===== config.mk =====
export PLATFORM = sky130hd
export DESIGN_NAME = cp0_regfile_flat
export DESIGN_NICKNAME = d
export VERILOG_FILES = /design/src/rtl/cp0_regfile_pkg.sv /design/src/rtl/cp0_regfile_if.sv /design/src/rtl/cp0_regfile_timer.sv /design/src/rtl/cp0_regfile.sv /design/src/flat_wrapper.sv
export SDC_FILE = /design/constraint.sdc
export NUM_CORES = 1
export LEC_CHECK = 0
export ABC_CLOCK_PERIOD_IN_PS = 1750
export BUFFER_PORTS_ARGS = -buffer_cell sky130_fd_sc_hd__buf_2
export CAP_MARGIN = 20
export CORE_MARGIN = 4
export CORE_UTILIZATION = 48
export DETAILED_ROUTE_END_ITERATION = 12
export HOLD_SLACK_MARGIN = 0.1
export PLACE_DENSITY = 0.82
export SLEW_MARGIN = 20
export SYNTH_ARGS = -nofsm -noshare
export SYNTH_HDL_FRONTEND = slang
export SYNTH_SLANG_ARGS = --single-unit

===== constraint.sdc =====
create_clock -name clk -period 1.75 [get_ports clk]
set_input_delay 0 -clock clk [delete_from_list [all_inputs] [get_ports clk]]
set_output_delay 0 -clock clk [all_outputs]
set_load 0.005 [all_outputs]

===== src/rtl/cp0_regfile_pkg.sv =====
// Shared CP0 definitions: register numbers, Status/Cause bit positions,
// exception codes and helpers that assemble the architectural register views.
package cp0_regfile_pkg;

  localparam logic [4:0] CP0_BADVADDR = 5'd8;
  localparam logic [4:0] CP0_COUNT    = 5'd9;
  localparam logic [4:0] CP0_ENTRYHI  = 5'd10;
  localparam logic [4:0] CP0_COMPARE  = 5'd11;
  localparam logic [4:0] CP0_STATUS   = 5'd12;
  localparam logic [4:0] CP0_CAUSE    = 5'd13;
  localparam logic [4:0] CP0_EPC      = 5'd14;
  localparam logic [4:0] CP0_PRID     = 5'd15;

  localparam int STATUS_IE    = 0;
  localparam int STATUS_EXL   = 1;
  localparam int STATUS_IM_LO = 8;
  localparam int STATUS_BEV   = 22;

  localparam int CAUSE_EXC_LO = 2;
  localparam int CAUSE_IP_LO  = 8;
  localparam int CAUSE_TI     = 30;
  localparam int CAUSE_BD     = 31;

  typedef enum logic [4:0] {
    EXC_INT  = 5'h00,
    EXC_MOD  = 5'h01,
    EXC_TLBL = 5'h02,
    EXC_TLBS = 5'h03,
    EXC_ADEL = 5'h04,
    EXC_ADES = 5'h05,
    EXC_SYS  = 5'h08,
    EXC_BP   = 5'h09,
    EXC_RI   = 5'h0a,
    EXC_CPU  = 5'h0b,
    EXC_OV   = 5'h0c
  } exc_code_e;

  // Status as software sees it: BEV hard-wired to 1, unimplemented bits 0.
  function automatic logic [31:0] pack_status(input logic [7:0] im, input logic exl,
                                              input logic ie);
    logic [31:0] s;
    s = '0;
    s[STATUS_BEV] = 1'b1;
    s[STATUS_IM_LO +: 8] = im;
    s[STATUS_EXL] = exl;
    s[STATUS_IE] = ie;
    return s;
  endfunction

  // Cause as software sees it.
  function automatic logic [31:0] pack_cause(input logic bd, input logic ti,
                                             input logic [7:0] ip, input logic [4:0] exccode);
    logic [31:0] c;
    c = '0;
    c[CAUSE_BD] = bd;
    c[CAUSE_TI] = ti;
    c[CAUSE_IP_LO +: 8] = ip;
    c[CAUSE_EXC_LO +: 5] = exccode;
    return c;
  endfunction

endpackage


===== src/rtl/cp0_regfile_if.sv =====
// Bus between the pipeline/exception controller (master) and the CP0
// register file (slave): MTC0/MFC0 access, exception-entry update, ERET.
interface cp0_regfile_if;

  logic        mtc0_ena;
  logic [4:0]  mtc0_addr;
  logic [31:0] mtc0_data;
  logic [4:0]  mfc0_addr;
  logic [31:0] mfc0_data;
  logic        w_cp0_update_ena;
  logic [4:0]  w_cp0_exccode;
  logic        w_cp0_bd;
  logic        w_cp0_exl;
  logic [31:0] w_cp0_epc;
  logic        w_cp0_badvaddr_ena;
  logic [31:0] w_cp0_badvaddr;
  logic        w_cp0_entryhi_ena;
  logic [31:0] w_cp0_entryhi;
  logic        cp0_cls_exl;
  logic [31:0] r_cp0_epc;
  logic [31:0] r_cp0_status;
  logic [7:0]  r_cp0_entryhi_asid;

  modport master (
    output mtc0_ena, mtc0_addr, mtc0_data, mfc0_addr,
    output w_cp0_update_ena, w_cp0_exccode, w_cp0_bd, w_cp0_exl, w_cp0_epc,
    output w_cp0_badvaddr_ena, w_cp0_badvaddr, w_cp0_entryhi_ena, w_cp0_entryhi,
    output cp0_cls_exl,
    input  mfc0_data, r_cp0_epc, r_cp0_status, r_cp0_entryhi_asid
  );

  modport slave (
    input  mtc0_ena, mtc0_addr, mtc0_data, mfc0_addr,
    input  w_cp0_update_ena, w_cp0_exccode, w_cp0_bd, w_cp0_exl, w_cp0_epc,
    input  w_cp0_badvaddr_ena, w_cp0_badvaddr, w_cp0_entryhi_ena, w_cp0_entryhi,
    input  cp0_cls_exl,
    output mfc0_data, r_cp0_epc, r_cp0_status, r_cp0_entryhi_asid
  );

endinterface


===== src/rtl/cp0_regfile_timer.sv =====
// Count/Compare timer: prescaler, free-running Count, Compare and the
// sticky timer-interrupt flag TI.
module cp0_regfile_timer #(
  parameter int unsigned COUNT_DIV = 2
) (
  input  logic        clk,
  input  logic        rst_n,
  input  logic        count_we_i,
  input  logic        compare_we_i,
  input  logic [31:0] wdata_i,
  output logic [31:0] count_o,
  output logic [31:0] compare_o,
  output logic        ti_o
);

  localparam int unsigned DIV_W = (COUNT_DIV > 1) ? $clog2(COUNT_DIV) : 1;
  localparam logic [DIV_W-1:0] DIV_LAST = DIV_W'(COUNT_DIV - 1);

  logic [DIV_W-1:0] div_q, div_d;
  logic [31:0]      count_q, count_d;
  logic [31:0]      compare_q, compare_d;
  logic             ti_q, ti_d;

  // Next state: software Count load restarts the prescaler; Compare write beats a match.
  always_comb begin
    div_d     = div_q;
    count_d   = count_q;
    compare_d = compare_q;
    ti_d      = ti_q;
    if (count_we_i) begin
      count_d = wdata_i;
      div_d   = '0;
    end else if (div_q == DIV_LAST) begin
      div_d   = '0;
      count_d = count_q + 32'd1;
    end else begin
      div_d = div_q + DIV_W'(1);
    end
    if (compare_we_i) begin
      compare_d = wdata_i;
      ti_d      = 1'b0;
    end else if (count_q == compare_q) begin
      ti_d = 1'b1;
    end
  end

  // Timer state registers.
  always_ff @(posedge clk or negedge rst_n) begin
    if (!rst_n) begin
      div_q     <= '0;
      count_q   <= '0;
      compare_q <= '0;
      ti_q      <= 1'b0;
    end else begin
      div_q     <= div_d;
      count_q   <= count_d;
      compare_q <= compare_d;
      ti_q      <= ti_d;
    end
  end

  assign count_o   = count_q;
  assign compare_o = compare_q;
  assign ti_o      = ti_q;

endmodule


===== src/rtl/cp0_regfile.sv =====
// CP0 register file: Status/Cause/EPC/BadVAddr/EntryHi storage, MFC0 read
// mux, exception-entry and ERET updates, and the interrupt request.
module cp0_regfile
  import cp0_regfile_pkg::*;
#(
  parameter int unsigned COUNT_DIV  = 2,
  parameter logic [31:0] PRID_VALUE = 32'h0000_4220
) (
  input  logic               clk,
  input  logic               rst_n,
  cp0_regfile_if.slave       bus,
  input  logic [5:0]         ext_int_i,
  output logic               cp0_int_req_o
);

  logic        mtc0_we;
  logic        wr_count, wr_compare, wr_status, wr_cause, wr_epc, wr_entryhi;
  logic [7:0]  im_q, im_d;
  logic        exl_q, exl_d, ie_q, ie_d;
  logic [4:0]  exccode_q, exccode_d;
  logic        bd_q, bd_d;
  logic [1:0]  ip_sw_q, ip_sw_d;
  logic [5:0]  ip_hw_q;
  logic [31:0] epc_q, epc_d, badvaddr_q, badvaddr_d;
  logic [18:0] vpn2_q, vpn2_d;
  logic [7:0]  asid_q, asid_d;
  logic [31:0] count, compare;
  logic        ti;
  logic [31:0] status_w, cause_w, entryhi_w;
  logic        upd;

  assign upd        = bus.w_cp0_update_ena;
  assign mtc0_we    = bus.mtc0_ena & ~upd;
  assign wr_count   = mtc0_we & (bus.mtc0_addr == CP0_COUNT);
  assign wr_compare = mtc0_we & (bus.mtc0_addr == CP0_COMPARE);
  assign wr_status  = mtc0_we & (bus.mtc0_addr == CP0_STATUS);
  assign wr_cause   = mtc0_we & (bus.mtc0_addr == CP0_CAUSE);
  assign wr_epc     = mtc0_we & (bus.mtc0_addr == CP0_EPC);
  assign wr_entryhi = mtc0_we & (bus.mtc0_addr == CP0_ENTRYHI);

  cp0_regfile_timer #(.COUNT_DIV(COUNT_DIV)) u_timer (
    .clk          (clk),
    .rst_n        (rst_n),
    .count_we_i   (wr_count),
    .compare_we_i (wr_compare),
    .wdata_i      (bus.mtc0_data),
    .count_o      (count),
    .compare_o    (compare),
    .ti_o         (ti)
  );

  assign status_w  = pack_status(im_q, exl_q, ie_q);
  assign cause_w   = pack_cause(bd_q, ti, {ip_hw_q[5] | ti, ip_hw_q[4:0], ip_sw_q}, exccode_q);
  assign entryhi_w = {vpn2_q, 5'b0, asid_q};

  // Next state: exception entry wins over MTC0; ERET clears EXL last so it wins over MTC0 Status.
  always_comb begin
    im_d       = im_q;
    exl_d      = exl_q;
    ie_d       = ie_q;
    exccode_d  = exccode_q;
    bd_d       = bd_q;
    ip_sw_d    = ip_sw_q;
    epc_d      = epc_q;
    badvaddr_d = badvaddr_q;
    vpn2_d     = vpn2_q;
    asid_d     = asid_q;
    if (upd) begin
      exccode_d = bus.w_cp0_exccode;
      if (bus.w_cp0_exl) exl_d = 1'b1;
      if (!exl_q) begin
        epc_d = bus.w_cp0_epc;
        bd_d  = bus.w_cp0_bd;
      end
      if (bus.w_cp0_badvaddr_ena) badvaddr_d = bus.w_cp0_badvaddr;
      if (bus.w_cp0_entryhi_ena) vpn2_d = bus.w_cp0_entryhi[31:13];
    end else begin
      if (wr_status) begin
        im_d  = bus.mtc0_data[15:8];
        exl_d = bus.mtc0_data[1];
        ie_d  = bus.mtc0_data[0];
      end
      if (wr_cause) ip_sw_d = bus.mtc0_data[9:8];
      if (wr_epc) epc_d = bus.mtc0_data;
      if (wr_entryhi) begin
        vpn2_d = bus.mtc0_data[31:13];
        asid_d = bus.mtc0_data[7:0];
      end
      if (bus.cp0_cls_exl) exl_d = 1'b0;
    end
  end

  // Architectural register storage; ext_int is simply resampled every cycle.
  always_ff @(posedge clk or negedge rst_n) begin
    if (!rst_n) begin
      im_q       <= '0;
      exl_q      <= 1'b0;
      ie_q       <= 1'b0;
      exccode_q  <= '0;
      bd_q       <= 1'b0;
      ip_sw_q    <= '0;
      ip_hw_q    <= '0;
      epc_q      <= '0;
      badvaddr_q <= '0;
      vpn2_q     <= '0;
      asid_q     <= '0;
    end else begin
      im_q       <= im_d;
      exl_q      <= exl_d;
      ie_q       <= ie_d;
      exccode_q  <= exccode_d;
      bd_q       <= bd_d;
      ip_sw_q    <= ip_sw_d;
      ip_hw_q    <= ext_int_i;
      epc_q      <= epc_d;
      badvaddr_q <= badvaddr_d;
      vpn2_q     <= vpn2_d;
      asid_q     <= asid_d;
    end
  end

  // MFC0 read mux; unmapped numbers read 0.
  always_comb begin
    bus.mfc0_data = '0;
    case (bus.mfc0_addr)
      CP0_BADVADDR: bus.mfc0_data = badvaddr_q;
      CP0_COUNT:    bus.mfc0_data = count;
      CP0_ENTRYHI:  bus.mfc0_data = entryhi_w;
      CP0_COMPARE:  bus.mfc0_data = compare;
      CP0_STATUS:   bus.mfc0_data = status_w;
      CP0_CAUSE:    bus.mfc0_data = cause_w;
      CP0_EPC:      bus.mfc0_data = epc_q;
      CP0_PRID:     bus.mfc0_data = PRID_VALUE;
      default:      bus.mfc0_data = '0;
    endcase
  end

  // EPC forwarding lets an ERET directly after MTC0 EPC jump to the new target.
  assign bus.r_cp0_epc = (bus.mtc0_ena && (bus.mtc0_addr == CP0_EPC)) ? bus.mtc0_data : epc_q;
  assign bus.r_cp0_status       = status_w;
  assign bus.r_cp0_entryhi_asid = asid_q;
  assign cp0_int_req_o = ie_q & ~exl_q & (|(cause_w[15:8] & status_w[15:8]));

endmodule

===== src/flat_wrapper.sv =====
// flat-port wrapper written by rule: the top's interface ports become plain ports
module cp0_regfile_flat import cp0_regfile_pkg::*;
#(
  parameter int unsigned COUNT_DIV  = 2,
  parameter logic [31:0] PRID_VALUE = 32'h0000_4220
)
  (clk, rst_n, ext_int_i, cp0_int_req_o, bus_mtc0_ena, bus_mtc0_addr, bus_mtc0_data, bus_mfc0_addr, bus_w_cp0_update_ena, bus_w_cp0_exccode, bus_w_cp0_bd, bus_w_cp0_exl, bus_w_cp0_epc, bus_w_cp0_badvaddr_ena, bus_w_cp0_badvaddr, bus_w_cp0_entryhi_ena, bus_w_cp0_entryhi, bus_cp0_cls_exl, bus_mfc0_data, bus_r_cp0_epc, bus_r_cp0_status, bus_r_cp0_entryhi_asid);
  cp0_regfile_if bus_i ();
  input  logic clk;
  input  logic rst_n;
  input  logic [5:0] ext_int_i;
  output logic cp0_int_req_o;
  input wire logic [$bits(bus_i.mtc0_ena)-1:0] bus_mtc0_ena;
  input wire logic [$bits(bus_i.mtc0_addr)-1:0] bus_mtc0_addr;
  input wire logic [$bits(bus_i.mtc0_data)-1:0] bus_mtc0_data;
  input wire logic [$bits(bus_i.mfc0_addr)-1:0] bus_mfc0_addr;
  input wire logic [$bits(bus_i.w_cp0_update_ena)-1:0] bus_w_cp0_update_ena;
  input wire logic [$bits(bus_i.w_cp0_exccode)-1:0] bus_w_cp0_exccode;
  input wire logic [$bits(bus_i.w_cp0_bd)-1:0] bus_w_cp0_bd;
  input wire logic [$bits(bus_i.w_cp0_exl)-1:0] bus_w_cp0_exl;
  input wire logic [$bits(bus_i.w_cp0_epc)-1:0] bus_w_cp0_epc;
  input wire logic [$bits(bus_i.w_cp0_badvaddr_ena)-1:0] bus_w_cp0_badvaddr_ena;
  input wire logic [$bits(bus_i.w_cp0_badvaddr)-1:0] bus_w_cp0_badvaddr;
  input wire logic [$bits(bus_i.w_cp0_entryhi_ena)-1:0] bus_w_cp0_entryhi_ena;
  input wire logic [$bits(bus_i.w_cp0_entryhi)-1:0] bus_w_cp0_entryhi;
  input wire logic [$bits(bus_i.cp0_cls_exl)-1:0] bus_cp0_cls_exl;
  output wire logic [$bits(bus_i.mfc0_data)-1:0] bus_mfc0_data;
  output wire logic [$bits(bus_i.r_cp0_epc)-1:0] bus_r_cp0_epc;
  output wire logic [$bits(bus_i.r_cp0_status)-1:0] bus_r_cp0_status;
  output wire logic [$bits(bus_i.r_cp0_entryhi_asid)-1:0] bus_r_cp0_entryhi_asid;
  assign bus_i.mtc0_ena = bus_mtc0_ena;
  assign bus_i.mtc0_addr = bus_mtc0_addr;
  assign bus_i.mtc0_data = bus_mtc0_data;
  assign bus_i.mfc0_addr = bus_mfc0_addr;
  assign bus_i.w_cp0_update_ena = bus_w_cp0_update_ena;
  assign bus_i.w_cp0_exccode = bus_w_cp0_exccode;
  assign bus_i.w_cp0_bd = bus_w_cp0_bd;
  assign bus_i.w_cp0_exl = bus_w_cp0_exl;
  assign bus_i.w_cp0_epc = bus_w_cp0_epc;
  assign bus_i.w_cp0_badvaddr_ena = bus_w_cp0_badvaddr_ena;
  assign bus_i.w_cp0_badvaddr = bus_w_cp0_badvaddr;
  assign bus_i.w_cp0_entryhi_ena = bus_w_cp0_entryhi_ena;
  assign bus_i.w_cp0_entryhi = bus_w_cp0_entryhi;
  assign bus_i.cp0_cls_exl = bus_cp0_cls_exl;
  assign bus_mfc0_data = bus_i.mfc0_data;
  assign bus_r_cp0_epc = bus_i.r_cp0_epc;
  assign bus_r_cp0_status = bus_i.r_cp0_status;
  assign bus_r_cp0_entryhi_asid = bus_i.r_cp0_entryhi_asid;
  cp0_regfile #(.COUNT_DIV(COUNT_DIV), .PRID_VALUE(PRID_VALUE)) u_core (.clk(clk), .rst_n(rst_n), .bus(bus_i), .ext_int_i(ext_int_i), .cp0_int_req_o(cp0_int_req_o));
endmodule

==> results.py <==
metrics = {
    "outcome": {
        "status": "finished with violations",
        "failed_checks": "negative setup slack",
    },
    "synth": {
        "synthesis.area_um2": 9720,
        "ys_seq_elements": 181,
        "synth.top_cell.area_share": 0.466,
        "synth.area.top_cells": "dfrtp_1 47%, mux2_2 14%, a21oi_1 6.4%",
        "syn_inst": 944,
        "synthArstFlopShare": 1.00,
        "synth_area_leader_cell": "dfrtp_1",
        "synth_cell_types": 54,
        "yosysSeqAreaShare": 0.466,
        "synth_edf_count": 0,
        "yosysWarningCount": 0,
        "synth_ff_type": "dfrtp_1",
        "avgSynthCellArea_um2": 10.3,
    },
    "placement": {
        "port_buffers": 227,
        "place_congestion": 0.910,
        "dp_hpwl_um": 21900,
    },
    "drt": {
        "wirelength_um": 34400,
        "route.detailed.drc": 0,
        "first_iter_violations": 954,
        "via_per_inst": 5.79,
        "first_pass_iters": 5,
        "vias": 9455,
        "avgRoutedWirePerCell_um": 21.1,
        "antenna_left": 0,
    },
    "final_layout": {
        "fillers": 1300,
        "final_common_cell": "buf_2",
        "area_growth_pct": 42.2,
        "drive_gt1_frac": 0.369,
        "utilization": 0.701,
        "nNetsFinal": 1508,
        "layout_common_cells": "225 x buf_2, 181 x dfrtp_1, 146 x dlygate4sd3_1",
    },
    "clocking": {
        "cts_made_buffers": 17,
        "path_clk_slew_ps": 70,
        "h-tree-depth": 4,
        "clk_latency_ps": 430,
        "cts-root-buf": "clkbuf_16",
        "cts_tree": "built",
        "cts_num_sinks": 181,
        "clockBufferDepth": 2,
    },
    "floorplanning": {
        "start_util": 0.493,
        "die_area_um2": 22600,
        "io_pins": 263,
        "die_y_um": 150,
        "rows": 51,
        "coreArea_um2": 19700,
        "fp.dieW_um": 150,
    },
    "power_and_ir_drop": {
        "leakagePower_nw": 6.16,
        "finalPower_mw": 13.5,
        "power_density_nw_per_um2": 975,
        "peakVddDrop_mv": 0.713,
    },
    "sta": {
        "skew_ps": 8.13,
        "slew_viol_final": 0,
        "finalCritPeriodShare": 1.03,
        "fmax_mhz": 553,
        "final_hold_viol_count": 0,
        "hold_slack_ps": 132,
        "final.min_clock_period_ps": 1810,
        "worst_slew_pin_slew_ps": 598,
        "rsz0062_at_grt": "true",
        "worst_slack_ps": -58.4,
        "setup_viol": 2,
        "relSlewSlack": 0.598,
    },
    "critical_path": {
        "startpoint_type": "register",
        "cp_max_fo": 6,
        "crit_path_end_kind": "register",
        "worstPathRequired_ps": 2050,
        "r2r_slack_ps": -60,
        "timing_worst_setup_path_type": "register to register",
        "crit_arrival_ps": 2110,
    },
    "min_path": {
        "worst_hold_path_type": "input port to register",
    },
    "global_routing": {
        "antenna_found_initial": 4,
        "gr-total-overflow": 0,
        "track_usage": 0.297,
        "grt_pass1_wl_um": 51900,
        "grt_pass1_vias": 9667,
        "grt_max_degree": 55,
    },
    "job": {
        "maxCapViolCount": 0,
    },
}
[routing by layer]
metal	track usage	wire length, um	vias to the layer above
met4	0.133	1450	0
met5	0	0	-
met1	0.381	13600	4632
met3	0.0545	2880	105
met2	0.490	16400	538
li1	-	-	4180
[cells in the mapped netlist (2+ instances only)]
cell type and n:
buf_4 31, nand2b_1 6, nor2b_1 20, conb_1 2
a22oi_1 73, inv_1 9, nand3b_1 2, buf_1 5
xnor2_1 58, a222oi_1 5, a21oi_1 124, mux2i_1 14
nand2_1 33, and4_1 3, o31ai_1 2, and3_1 4
nor4_1 9, nand3_1 37, dfrtp_1 181, xor2_1 4
mux2_2 121, a21o_1 2, buf_2 17, clkbuf_1 32
nor3_1 15, o21ai_0 2, buf_6 2, nor2_1 94
clkbuf_2 2, nand4_1 11
[final timing paths]
path,cells past startpoint,end,startpoint
max,6,u_core.u_timer.count_o[8],u_core.u_timer.count_o[1]
min,3,u_core.bd_q,bus_w_cp0_update_ena
max reg2reg,6,u_core.u_timer.count_o[8],u_core.u_timer.count_o[1]
min reg2reg,1,u_core.badvaddr_q[29],u_core.badvaddr_q[29]
max in group asynchronous,3,u_core.u_timer.count_o[1],rst_n
min in group asynchronous,3,u_core.bd_q,rst_n
[power breakdown]
group          leakage, nW  internal [mW]  switching, mW  total [mW]
combinational         3.65           1.87           1.74        3.61
sequential            2.19           4.91          0.669        5.58
clock                0.314           2.55           1.73        4.28
total                 6.16           9.33           4.14        13.5
[worst max-delay path: stages, from the launching register on]
cell     delay [ps]
dfrtp_1         360
ha_2            190
and3_4          240
nand3_4         160
or3_4           450
xor2_2          190
a21oi_2          90
[kinds of logic after synthesis]
logic type | after synthesis | share of synthesized area
and+or+nand+nor | 248 | 0.129
AOI/OAI and AO/OA | 217 | 0.138
DFF | 181 | 0.466
muxes | 135 | 0.155
buffers and inverters | 98 | 0.0538
xor gates and xnor gates | 62 | 0.0559
other | 2 | 0.000773
adders and majority gates | 1 | 0.00129
[flip-flops by register name, indices dropped and copies added (netlist names)]
register / flops
u_core.ie_q: 1
u_core.badvaddr_q: 32
u_core.u_timer.ti_o: 1
u_core.ip_hw_q: 6
u_core.exl_q: 1
u_core.vpn2_q: 19
u_core.bus.r_cp0_entryhi_asid: 8
u_core.u_timer.compare_o: 32
u_core.u_timer.count_o: 32
u_core.epc_q: 32
u_core.exccode_q: 5
u_core.u_timer.div_q: 1
u_core.im_q: 8
u_core.ip_sw_q: 2
u_core.bd_q: 1
[repair_timing]
| action | CTS | global route |
|---|---|---|
| hold buffers | 147 | 0 |
| gates cloned | 0 | 2 |
| resized for setup | 4 | 26 |
| endpoints found under the hold margin | 360 | 0 |
| pin swaps | 0 | 6 |
| setup buffers | 0 | 11 |
| endpoints found under the setup margin | 14 | 18 |
[stage by stage]
| stage | area (um^2) | setup slack (ps) | setup TNS (ps) | std cells |
|---|---|---|---|---|
| 2_1_floorplan | 9800 | 72.5 | 0 | 964 |
| 3_3_place_gp | 11400 | -34.0 | -54.2 | 1435 |
| 3_5_place_dp | 11400 | -91.0 | -522 | 1435 |
| 4_1_cts | 13600 | 15.4 | 0 | 1614 |
| 5_1_grt | 13800 | -98.5 | -345 | 1631 |
| 6_report | 13800 | -58.4 | -61.5 | 1632 |
[area by class of cell]
type,instances,area [um^2],share of cell area
Clock buffer,17,425,0.0308
Tap cell,265,332,0.0240
Antenna cell,5,12.5,0.000905
Multi-Input combinational cell,687,4940,0.358
Timing Repair Buffer,453,3310,0.240
Clock inverter,15,228,0.0165
Inverter,9,33.8,0.00244
Sequential cell,181,4530,0.328
No activity file was read; power rests on OpenSTA's default activity.
